### src/rtl/reg_file_pkg.sv
// Shared types and defaults for the context-switching register file.
// Used by reg_file_ctx and reg_file_ctx_fsm.
package reg_file_pkg;

   localparam int unsigned DefDw = 8;
   localparam int unsigned DefAw = 4;

   typedef enum logic [1:0] {
      StIdle,
      StSave,
      StRestore
   } ctx_state_e;

endpackage

### src/rtl/reg_file_ctx_fsm.sv
// Context engine: sequences the register index for save/restore streams and
// issues the restore write strobe into the storage array.
module reg_file_ctx_fsm
   import reg_file_pkg::*;
#(
   parameter int unsigned AW = DefAw
) (
   input  logic          clk,
   input  logic          rst_n,
   input  logic          ctx_save,
   input  logic          ctx_restore,
   input  logic          st_ready,
   input  logic          ld_valid,
   output logic          busy,
   output logic          st_valid,
   output logic          ld_ready,
   output logic [AW-1:0] idx,
   output logic          eng_we
);

   ctx_state_e    state_q;
   logic [AW-1:0] idx_q;
   logic          busy_q;
   logic          st_valid_q;
   logic          ld_ready_q;

   // idx wraps to zero by itself once the last register has been handshaken.
   always_ff @(posedge clk or negedge rst_n) begin
      if (!rst_n) begin
         state_q    <= StIdle;
         idx_q      <= '0;
         busy_q     <= 1'b0;
         st_valid_q <= 1'b0;
         ld_ready_q <= 1'b0;
      end else begin
         unique case (state_q)
            StIdle: begin
               if (ctx_save) begin
                  state_q    <= StSave;
                  idx_q      <= '0;
                  busy_q     <= 1'b1;
                  st_valid_q <= 1'b1;
               end else if (ctx_restore) begin
                  state_q    <= StRestore;
                  idx_q      <= '0;
                  busy_q     <= 1'b1;
                  ld_ready_q <= 1'b1;
               end
            end
            StSave: begin
               if (st_ready) begin
                  idx_q <= idx_q + AW'(1);
                  if (idx_q == '1) begin
                     state_q    <= StIdle;
                     busy_q     <= 1'b0;
                     st_valid_q <= 1'b0;
                  end
               end
            end
            StRestore: begin
               if (ld_valid) begin
                  idx_q <= idx_q + AW'(1);
                  if (idx_q == '1) begin
                     state_q    <= StIdle;
                     busy_q     <= 1'b0;
                     ld_ready_q <= 1'b0;
                  end
               end
            end
            default: begin
               state_q    <= StIdle;
               idx_q      <= '0;
               busy_q     <= 1'b0;
               st_valid_q <= 1'b0;
               ld_ready_q <= 1'b0;
            end
         endcase
      end
   end

   assign busy     = busy_q;
   assign st_valid = st_valid_q;
   assign ld_ready = ld_ready_q;
   assign idx      = idx_q;
   assign eng_we   = (state_q == StRestore) && ld_valid;

endmodule

### src/rtl/reg_file_ctx.sv
// Register file with two operand ports, an accumulator port, optional write
// forwarding and a streaming save/restore context engine.
module reg_file_ctx
   import reg_file_pkg::*;
#(
   parameter int unsigned DW  = DefDw,
   parameter int unsigned AW  = DefAw,
   parameter bit          FWD = 1'b1
) (
   input  logic          clk,
   input  logic          rst_n,
   input  logic          wr_en,
   input  logic [AW-1:0] wr_addr,
   input  logic [DW-1:0] data_in,
   input  logic [AW-1:0] rd_addr_a,
   input  logic [AW-1:0] rd_addr_b,
   output logic [DW-1:0] opr_a_out,
   output logic [DW-1:0] opr_b_out,
   output logic [DW-1:0] acc_out,
   input  logic          ctx_save,
   input  logic          ctx_restore,
   output logic          busy,
   output logic          st_valid,
   input  logic          st_ready,
   output logic [DW-1:0] st_data,
   output logic [AW-1:0] st_idx,
   input  logic          ld_valid,
   output logic          ld_ready,
   input  logic [DW-1:0] ld_data
);

   localparam int unsigned Depth = 2 ** AW;

   logic [DW-1:0] core_q [Depth];
   logic [AW-1:0] eng_idx;
   logic          eng_we;
   logic          fwd_en;

   reg_file_ctx_fsm #(
      .AW (AW)
   ) u_fsm (
      .clk         (clk),
      .rst_n       (rst_n),
      .ctx_save    (ctx_save),
      .ctx_restore (ctx_restore),
      .st_ready    (st_ready),
      .ld_valid    (ld_valid),
      .busy        (busy),
      .st_valid    (st_valid),
      .ld_ready    (ld_ready),
      .idx         (eng_idx),
      .eng_we      (eng_we)
   );

   // Engine writes only happen while busy, so they never collide with port writes.
   always_ff @(posedge clk or negedge rst_n) begin
      if (!rst_n) begin
         for (int i = 0; i < Depth; i++) begin
            core_q[i] <= '0;
         end
      end else if (eng_we) begin
         core_q[eng_idx] <= ld_data;
      end else if (wr_en && !busy) begin
         core_q[wr_addr] <= data_in;
      end
   end

   assign fwd_en = FWD && wr_en && !busy;

   always_comb begin
      opr_a_out = '0;
      if (rd_addr_a != '0) begin
         if (fwd_en && (wr_addr == rd_addr_a)) opr_a_out = data_in;
         else                                  opr_a_out = core_q[rd_addr_a];
      end
   end

   always_comb begin
      opr_b_out = '0;
      if (rd_addr_b != '0) begin
         if (fwd_en && (wr_addr == rd_addr_b)) opr_b_out = data_in;
         else                                  opr_b_out = core_q[rd_addr_b];
      end
   end

   always_comb begin
      acc_out = core_q[0];
      if (fwd_en && (wr_addr == '0)) acc_out = data_in;
   end

   assign st_data = core_q[eng_idx];
   assign st_idx  = eng_idx;

endmodule
### config.mk
export PLATFORM = sky130hd
export DESIGN_NAME = reg_file_ctx
export DESIGN_NICKNAME = d
export VERILOG_FILES = /design/src/rtl/reg_file_pkg.sv /design/src/rtl/reg_file_ctx_fsm.sv /design/src/rtl/reg_file_ctx.sv
export SDC_FILE = /design/constraint.sdc
export NUM_CORES = 1
export LEC_CHECK = 0
export ABC_CLOCK_PERIOD_IN_PS = 6200
export CAP_MARGIN = 20
export CELL_PAD_IN_SITES_DETAIL_PLACEMENT = 1
export CELL_PAD_IN_SITES_GLOBAL_PLACEMENT = 1
export CORE_MARGIN = 2
export CORE_UTILIZATION = 46
export DETAILED_ROUTE_END_ITERATION = 6
export PLACE_DENSITY = 0.78
export SYNTH_ARGS = -nofsm -noshare
export SYNTH_HDL_FRONTEND = slang
export SYNTH_HIERARCHICAL = 1
export SYNTH_SLANG_ARGS = --single-unit
### constraint.sdc
create_clock -name clk -period 6.2 [get_ports clk]
set_input_delay 1.24 -clock clk [delete_from_list [all_inputs] [get_ports clk]]
set_output_delay 1.24 -clock clk [all_outputs]
set_load 0.005 [all_outputs]
---- Yosys cells after proc, flatten, opt, wreduce, memory -nomap -nowiden ----
Index checks and enable logic that the tools add are counted.
word-level totals
  input port bits ......................... 35
  register bits after elaboration ......... 137
  word-level logic and storage cells ...... 109
operators by class
  $add $sub $neg .......................... 1
  magnitude comparators ................... 6
  equality and inequality tests ........... 13
  bitwise gates (word level) .............. 6
  multiplexer cells ....................... 46
  reductions and logical operators ........ 16
operators by type and width
  cell                                                                           count
  128-bit bitwise mux                                                            2
  128-bit 2-to-1 mux                                                             2
  8-bit 2-to-1 mux                                                               13
  8-bit binary-select mux with 4-bit select                                      3
  8-bit demux with 4-bit select                                                  2
  5-bit >= comparator (second input constant)                                    4
  4-bit NOT with 5-bit output                                                    4
  4-bit 2-to-1 mux                                                               4
  4-bit one-hot mux with 3 select lines                                          1
  5-bit by 1-bit less-than comparator with 1-bit output (second input constant)  2
  1-bit 2-to-1 mux                                                               10
  2-bit 2-to-1 mux                                                               5
  2-bit != test (second input constant)                                          5
  1-bit one-hot mux with 3 select lines                                          3
  4-bit == test                                                                  2
  4-bit nonzero test                                                             2
  1-bit logical AND                                                              7
  2-bit one-hot mux with 3 select lines                                          1
  5-bit AND reduction                                                            1
  4-bit by 1-bit adder with 4-bit output (second input constant)                 1
  4-bit == test (second input constant)                                          1
  4-bit logical NOT                                                              1
  2-bit by 1-bit != test with 1-bit output (second input constant)               2
  4-bit AND reduction                                                            1
  other kinds (8)                                                                9

---- Longest topological paths before layout ----
  word-level depth ........................ 8
  gate-level depth with buffers ........... 10
  depth with buffers taken out ............ 7

---- By module ----
Netlist, hierarchy kept.
modules (own cells, without submodules)
  module            sequential area each (µm²)  instances  cells an instance  area an instance (µm²)
  reg_file_ctx      3203.1                      1          834                9688.0
  reg_file_ctx_fsm  225.2                       1          53                 573.0

---- Worst setup path after synthesis ----
Ideal clock, no wire load.
  path type ............................... input -> output
  start ................................... input port wr_addr[2]
  end ..................................... output port opr_a_out[0]
  path slack .............................. 2.438 ns
  stages on the path ...................... 7
  required time ........................... 4.960 ns
  arrival ................................. 2.522 ns
  path through ............................ buf_6 -> xor2_1 -> a2111o_1 -> buf_2 -> or2_0 -> buf_2 -> a31oi_1
between the ends
  cells in the longest elaborated chain, start to end .. 4
RTL lines
  item               line                source
  from (decl)        reg_file_ctx.sv:13  input logic [AW-1:0] wr_addr,
  4-bit == test      reg_file_ctx.sv:73  if (fwd_en && (wr_addr == rd_addr_a)) opr_a_out = data_in;
  1-bit logical AND  reg_file_ctx.sv:73
  8-bit 2-to-1 mux   reg_file_ctx.sv:73
  8-bit 2-to-1 mux   reg_file_ctx.sv:72  if (rd_addr_a != '0) begin
  to (decl)          reg_file_ctx.sv:17  output logic [DW-1:0] opr_a_out,
No other way between the ends.

---- Final worst setup path ----
  start ................................... input port rd_addr_b[3]
  end ..................................... output port opr_b_out[6]
between the ends
  cells in the longest elaborated chain, start to end .. 6
RTL lines
  item                                                  line                source
  from (decl)                                           reg_file_ctx.sv:16  input logic [AW-1:0] rd_addr_b,
  4-bit NOT with 5-bit output (not written as such)     reg_file_ctx.sv:82  else opr_b_out = core_q[rd_addr_b];
  8-bit binary-select mux with 4-bit select             reg_file_ctx.sv:82
  8-bit 2-to-1 mux (not written as such) (2 in series)  reg_file_ctx.sv:82
  8-bit 2-to-1 mux                                      reg_file_ctx.sv:81  if (fwd_en && (wr_addr == rd_addr_b)) opr_b_out = data_in;
  8-bit 2-to-1 mux (*)                                  reg_file_ctx.sv:80  if (rd_addr_b != '0) begin
  to (decl)                                             reg_file_ctx.sv:18  output logic [DW-1:0] opr_b_out,
Every way passes the cells marked *; elsewhere a longest branch is shown, timed or not. The select of a mux whose other input is x is not followed.

==> impl_results.md <==
- Fin cells: roughly 1200
- Cell Int Power: 2030 µW
- IO Count: 74
- Vias in the first global route: 9188
- #FFs+latches synth: roughly 140
- Drt wl/cell: 32.5 µm
- Hold buffer count at CTS: 0
- Unrepaired setup endpoints after global routing: no
- Avg Cell Area, Syn: 11.6 µm²
- Seq pwr share: 0.353
- Number of fill cells: 2316
- Clock sinks: 137
- Multi-input gate area: 0.00631 mm²
- DP Cell Count: around 1200
- Vias/cell: 7.54
- Grt ovf: 0
- Ys async rst share: 1.00
- Skew-Pair Late Insertion Delay: 0.44 ns
- Period utilization: 0.863
- Clock-pin slew on the worst setup and hold paths: 0.06 ns
- Switching share of power: 0.383
- Register area: 0.00343 mm²
- Post-CTS setup buffer count: 0
- Mapped Area: between 0.01 and 0.015 mm²
- Clock root buffer: clkbuf_16
- Diodes inserted: 0
- Antenna violations before repair: 1
- Largest net degree at the start of global routing: between 70 and 80
- Comb power frac: 0.345
- Minimum clock period: 5.35 ns
- Power Dens Cells: around 290 mW/mm²
- Layout area overhead: 12.3%
- H-tree Lvls: 4
- Distinct cells, synth: 51
- CP required: between 4 and 5 ns
- Rows: 54
- Type of the tightest min-delay check: reg2reg
- Setup Viol. Count Final: 0
- Starting Density: 0.469
- TritonRoute pass-1 iters: 5
- Critical path arrival: 4.11 ns
- Gpl congestion: approximately 0.95
- Commonest non-fill, non-tap cells in the layout: o22ai_1 (152), dfrtp_1 (135), mux2_2 (123)
- Leakage: about 0.0046 µW
- Worst setup path category: in2out
- Clock share of power: 0.302
- Sequential area share after synthesis: 0.334
- Mapped Cells: 887
- Clock Tree Buf Depth: 2
- Clk_skew: 0.0110 ns
- Die Y: between 150 and 200 µm
- Top cells by area, synth: dfrtp_1 (33%), mux4_2 (14%), mux2_2 (13%), o22ai_1 (9.3%), mux2i_1 (6.4%)
- Most used DFF post-synth: dfrtp_1
- Detailed Place HPWL: between 20000 and 30000 µm
- Final nets: 940
- Synth top area share: 0.334
- Status: completed
- Yosys top cell by area: dfrtp_1
- YS warnings: 6
- Number of synthesized flops with an enable pin: 0
- Share of cells above drive strength 1: 0.304
- Max-Cap Viols: 0
- Syn nets: just over 900
- Worst VDD drop: 0.165 mV
- Max Fclk: 187 MHz
- Antenna-violating nets left: 0
- Total core area: 0.0219 mm²
- Die ar.: 0.0235 mm²
- Gr usage total: 0.332
- Post_cts resized: 0
- Setup crit end kind: output pin
- IO buf count: 73
- Startpoint type of the worst setup path: input port
- CTS Buf Count: 17
- Slew Viols, Final: 0
- Psw: 1260 µW
- First-pass GRT wire length: 58900 µm
- Critical path peak fanout: 14
- Total routed wirelength: about 39000 µm
- Die W: between 150 and 200 µm
- DRC violations left: 0
- Hold Vio Cnt, Final: 0
- Commonest non-fill, non-tap cell in the layout: o22ai_1
- Rel. slew slack: 0.235
- CTS tree: done
- Worst Tran Pin Value: approximately 1.1 ns
- Setup TNS: 0 ns
- DR vias: between 9000 and 10000
- DR iter-0 viols: 894
layout make-up:
class	count	area share
multi-input combinational	650	0.548
sequential	137	0.298
timing repair buffer	88	0.0731
clock buffer	17	0.0369
tap	280	0.0304
clock inverter	15	0.0114
inverter	7	0.00228
flip-flops by register name (all words and copies together), names as in the netlist:
| signal | count |
|---|---|
| u_fsm/idx | 4 |
| u_fsm/state_q | 2 |
| u_fsm/busy | 1 |
| core_q | 128 |
| u_fsm/ld_ready | 1 |
| u_fsm/st_valid | 1 |
cells by family (layout without fill, tap and decap cells):
family,Yosys count,in the layout,synth area share
muxes,270,270,0.371
AOI/OAI and AO/OA,245,245,0.162
DFF,137,137,0.334
and+or+nand+nor,125,125,0.0728
buffers and inverters,100,127,0.0506
xor gates and xnor gates,6,6,0.00512
adders and majority gates,4,4,0.00488
cells in the mapped netlist, types with 8 or more instances:
| master | n |
|---|---|
| nand3_2 | 12 |
| o22a_1 | 23 |
| o21ai_0 | 9 |
| buf_4 | 9 |
| buf_2 | 46 |
| a31oi_1 | 14 |
| nand3_1 | 18 |
| mux2_1 | 8 |
| mux4_1 | 8 |
| nand2_2 | 10 |
| dfrtp_1 | 137 |
| a211oi_1 | 16 |
| mux2i_1 | 66 |
| o22ai_1 | 152 |
| o31ai_1 | 19 |
| nand2_1 | 38 |
| mux2_2 | 123 |
| clkbuf_1 | 28 |
| nor2b_1 | 15 |
| mux4_2 | 64 |
power groups by stage:
stage	combinational [µW]	clock [µW]	sequential [µW]
after global routing	1190	1040	1170
final	1130	994	1160
after detailed placement	1080	0	1190
after floorplan	753	0	1080
after CTS	1090	1000	1180
after global placement	1050	0	1180
per-layer routing:
layer  track usage  part of all wire  routed length, µm
met5             0                 0                  0
met4         0.143             0.045               1740
met3        0.0612             0.072               2800
met2         0.541              0.49              18800
met1         0.437              0.40              15400
critical path: stages:
cell and delay (ns):
clkdlybuf4s50_1 0.71, or3b_2 0.78, o22ai_1 0.37, a211oi_1 0.08
a31oi_1 0.35, clkdlybuf4s50_1 0.57
worst paths after layout:
check | depth (start not counted) | start | to | slack (ns)
max reg2reg | 7 | u_fsm/state_q[0]$_DFFE_PN0P_ | core_q[63]$_DFFE_PN0P_ | 2.78
max | 6 | rd_addr_b[3] | opr_b_out[6] | 0.85
min in group asynchronous | 1 | rst_n | core_q[8]$_DFFE_PN0P_ | 0.81
max in group asynchronous | 2 | rst_n | core_q[101]$_DFFE_PN0P_ | 4.06
min | 1 | core_q[67]$_DFFE_PN0P_ | core_q[67]$_DFFE_PN0P_ | 0.55
min reg2reg | 1 | core_q[67]$_DFFE_PN0P_ | core_q[67]$_DFFE_PN0P_ | 0.55
through the flow:
stage	hold slack (ns)	setup slack [ns]	util	power (µW)	area [µm²]
6_report	0.546	0.847	0.526	3290	11500
3_3_place_gp	0.524	0.946	0.500	2230	10900
3_5_place_dp	0.538	0.926	0.500	2270	10900
2_1_floorplan	0.491	2.44	-	1830	10300
4_1_cts	0.547	0.923	0.525	3260	11500
5_1_grt	0.573	0.784	0.526	3400	11500
Power figures use the tool's default switching activity.
==> variant, RTL diff (same settings) <==
Set the package constant `DefDw` to 16 (it was 8).
--- a/src/rtl/reg_file_pkg.sv
+++ b/src/rtl/reg_file_pkg.sv
@@ -4,3 +4,3 @@
 
-   localparam int unsigned DefDw = 8;
+   localparam int unsigned DefDw = 16;
    localparam int unsigned DefAw = 4;
Interface: changed (6 resized); port bits go from 74 to 122. No check against the original RTL was run, so the function may have changed too.
==> variant against the original RTL <==
Sequential cell count increased by 128. Design area increased by 93%. Hold slack got worse by 7.2 ps. First-iteration DRC count grew to 2.7 times the old value. Worst setup slack worse by 150 ps. Critical path depth up 2. Count of clock-buffer cells in the layout up 30. Die area is 91% higher. Wire length up 130%. Critical path type unchanged. Largest power group unchanged. Highest routed layer is now met5. Power increased by 100%. Synthesized area is 93% higher.
==> variant: results (changes against the original RTL) <==
Global route
The initial antenna violation count is 3 (was 1). The total routing resource utilization after global routing was 0.395 (was 0.332). The via count of the first global-routing pass is 18600 (was 9188). The first-pass GRT wire length is 128000 um (was 58900 um). The maximum number of pins on one net before global-route repair is 139 (was 77).

Final layout
The post-layout net count is 1686 (was 940). The share of cells above drive strength 1 was 0.346 (was 0.304). The number of flip-flops under the largest register name is 256 (was 128).

Synthesis
The mux contribution to synthesized area came to 0.412 (was 0.371). Area contributors post-synth: sky130_fd_sc_hd__dfrtp_1 (33%), sky130_fd_sc_hd__mux4_2 (16%), sky130_fd_sc_hd__mux2_4 (11%), sky130_fd_sc_hd__o22ai_1 (10%), sky130_fd_sc_hd__mux2_2 (7.5%) (was sky130_fd_sc_hd__dfrtp_1 (33%), sky130_fd_sc_hd__mux4_2 (14%), sky130_fd_sc_hd__mux2_2 (13%), sky130_fd_sc_hd__o22ai_1 (9.3%), sky130_fd_sc_hd__mux2i_1 (6.4%)). The register area share after synthesis came to 0.334 (about the same). The most used flip-flop cell after synthesis is sky130_fd_sc_hd__dfrtp_1 (unchanged). Most frequent cells after synthesis: sky130_fd_sc_hd__o22ai_1 (320), sky130_fd_sc_hd__dfrtp_1 (265), sky130_fd_sc_hd__mux4_2 (144) (was sky130_fd_sc_hd__o22ai_1 (152), sky130_fd_sc_hd__dfrtp_1 (137), sky130_fd_sc_hd__mux2_2 (123)). The number of distinct library cells after synthesis is 46 (was 51).

The total of warnings raised by yosys is 6 (unchanged). The complex-gate fraction of the synthesized area is 0.147 (was 0.162). The xor and xnor fraction of the mapped netlist area came to 0.00353 (was 0.00512).

The synthesized-area fraction occupied by adder cells is 0.00252 (was 0.00488).

STA
The post-route clock skew was 22.8 ps (was 11.0 ps). The final critical-path share of the clock period is 0.887 (was 0.863). The worst slew margin relative to its limit is 0.208 (was 0.235).

Clock tree
The largest buffer count on any clock path is 3 (was 2). The CTS buffer count is 35 (was 17). The clock latency on the worst-skew pair is 550 ps (was 440 ps). The number of levels the H-tree was split into is 2 (was 4).

Run status
Run status: completed (unchanged).

Power
The static leakage came to 9.36 nW (was 4.65 nW). The worst ir drop on vdd is 0.000346 V (was 0.000165 V).

Setup path
The largest fanout on the critical path is 12 (was 14). The slowest stage cell on the critical path is sky130_fd_sc_hd__clkdlybuf4s50_1 (was sky130_fd_sc_hd__or3b_2). The slack of the worst reg-to-reg path is 2080 ps (was 2780 ps). The count of cells along the worst register-to-register path is 5 (was 7). The critical path's largest stage delay came to 620 ps (was 780 ps). The arrival time at the worst endpoint is 4260 ps (was 4110 ps).

Min path
The hold-critical path depth is 1 (unchanged).

Route
The routed length per instance is 40.0 um (was 32.5 um). The starting DRC count in detailed routing was 2430 (was 894). The ratio of routed vias to standard cells is 8.04 (was 7.54).

Place
The HPWL after detailed placement is 54800 um (was 27400 um). The pre-CTS setup slack came to 899 ps (was 926 ps). The count of buffers inserted at the top-level ports was 121 (was 73).

The global placer's final weighted congestion is 0.972 (was 0.945).
[variant: cell count changes after synthesis, sizes merged, moves of 43 or more]
| cell | before | now |
|---|---|---|
| mux2i | 66 | 130 |
| dfrtp | 137 | 265 |
| buf | 65 | 108 |
| mux2 | 132 | 276 |
| o22ai | 152 | 320 |
| mux4 | 72 | 144 |
| clkbuf | 28 | 93 |
[variant: layout make-up]
| type | instances | area [um2] |
|---|---|---|
| fill | 4365 | 20500 |
| multi-input combinational | 1154 | 12100 |
| sequential | 265 | 6640 |
| timing repair buffer | 170 | 1600 |
| clock buffer | 47 | 983 |
| tap | 546 | 683 |
| clock inverter | 15 | 244 |
| inverter | 5 | 18.8 |
| antenna | 1 | 2.50 |
[variant: metrics by stage]
| stage | power, mW | hold slack [ps] | cells | cell area [um2] | utilization |
|---|---|---|---|---|---|
| floorplan | 3.45 | 494 | 1625 | 19800 | - |
| global placement | 4.24 | 515 | 2139 | 21000 | 0.491 |
| detailed placement | 4.32 | 534 | 2139 | 21000 | 0.491 |
| CTS | 6.55 | 546 | 2201 | 22300 | 0.520 |
| global route | 6.78 | 573 | 2202 | 22300 | 0.520 |
| finish | 6.65 | 539 | 2203 | 22300 | 0.520 |
[variant: cells by family after synthesis]
kind of cell / after synthesis
buffers and inverters: 206
and+or+nand+nor: 149
adders and majority gates: 4
AOI/OAI and AO/OA: 443
xor gates and xnor gates: 8
muxes: 550
DFF: 265
[variant: final timing paths]
check,from,endpoint
setup / recovery,rd_addr_b[3],opr_b_out[9]
hold / removal,u_fsm/ld_ready,u_fsm/ld_ready
setup reg to reg,u_fsm/idx[1],core_q[234]
hold reg to reg,u_fsm/ld_ready,u_fsm/ld_ready
max in group asynchronous,rst_n,core_q[2]
min in group asynchronous,rst_n,core_q[122]
[variant: routing by layer]
metal	track usage	wire length [um]
met5	0.0100	58
met4	0.314	8420
met3	0.116	11100
met2	0.587	38000
met1	0.481	30600
[variant: power breakdown]
| part | switching (mW) | leakage (nW) | total, mW | internal, mW |
|---|---|---|---|---|
| clock network | 0.879 | 0.590 | 2.25 | 1.37 |
| logic | 1.14 | 5.10 | 2.14 | 0.994 |
| registers | 0.358 | 3.67 | 2.26 | 1.90 |
| total | 2.38 | 9.36 | 6.65 | 4.26 |
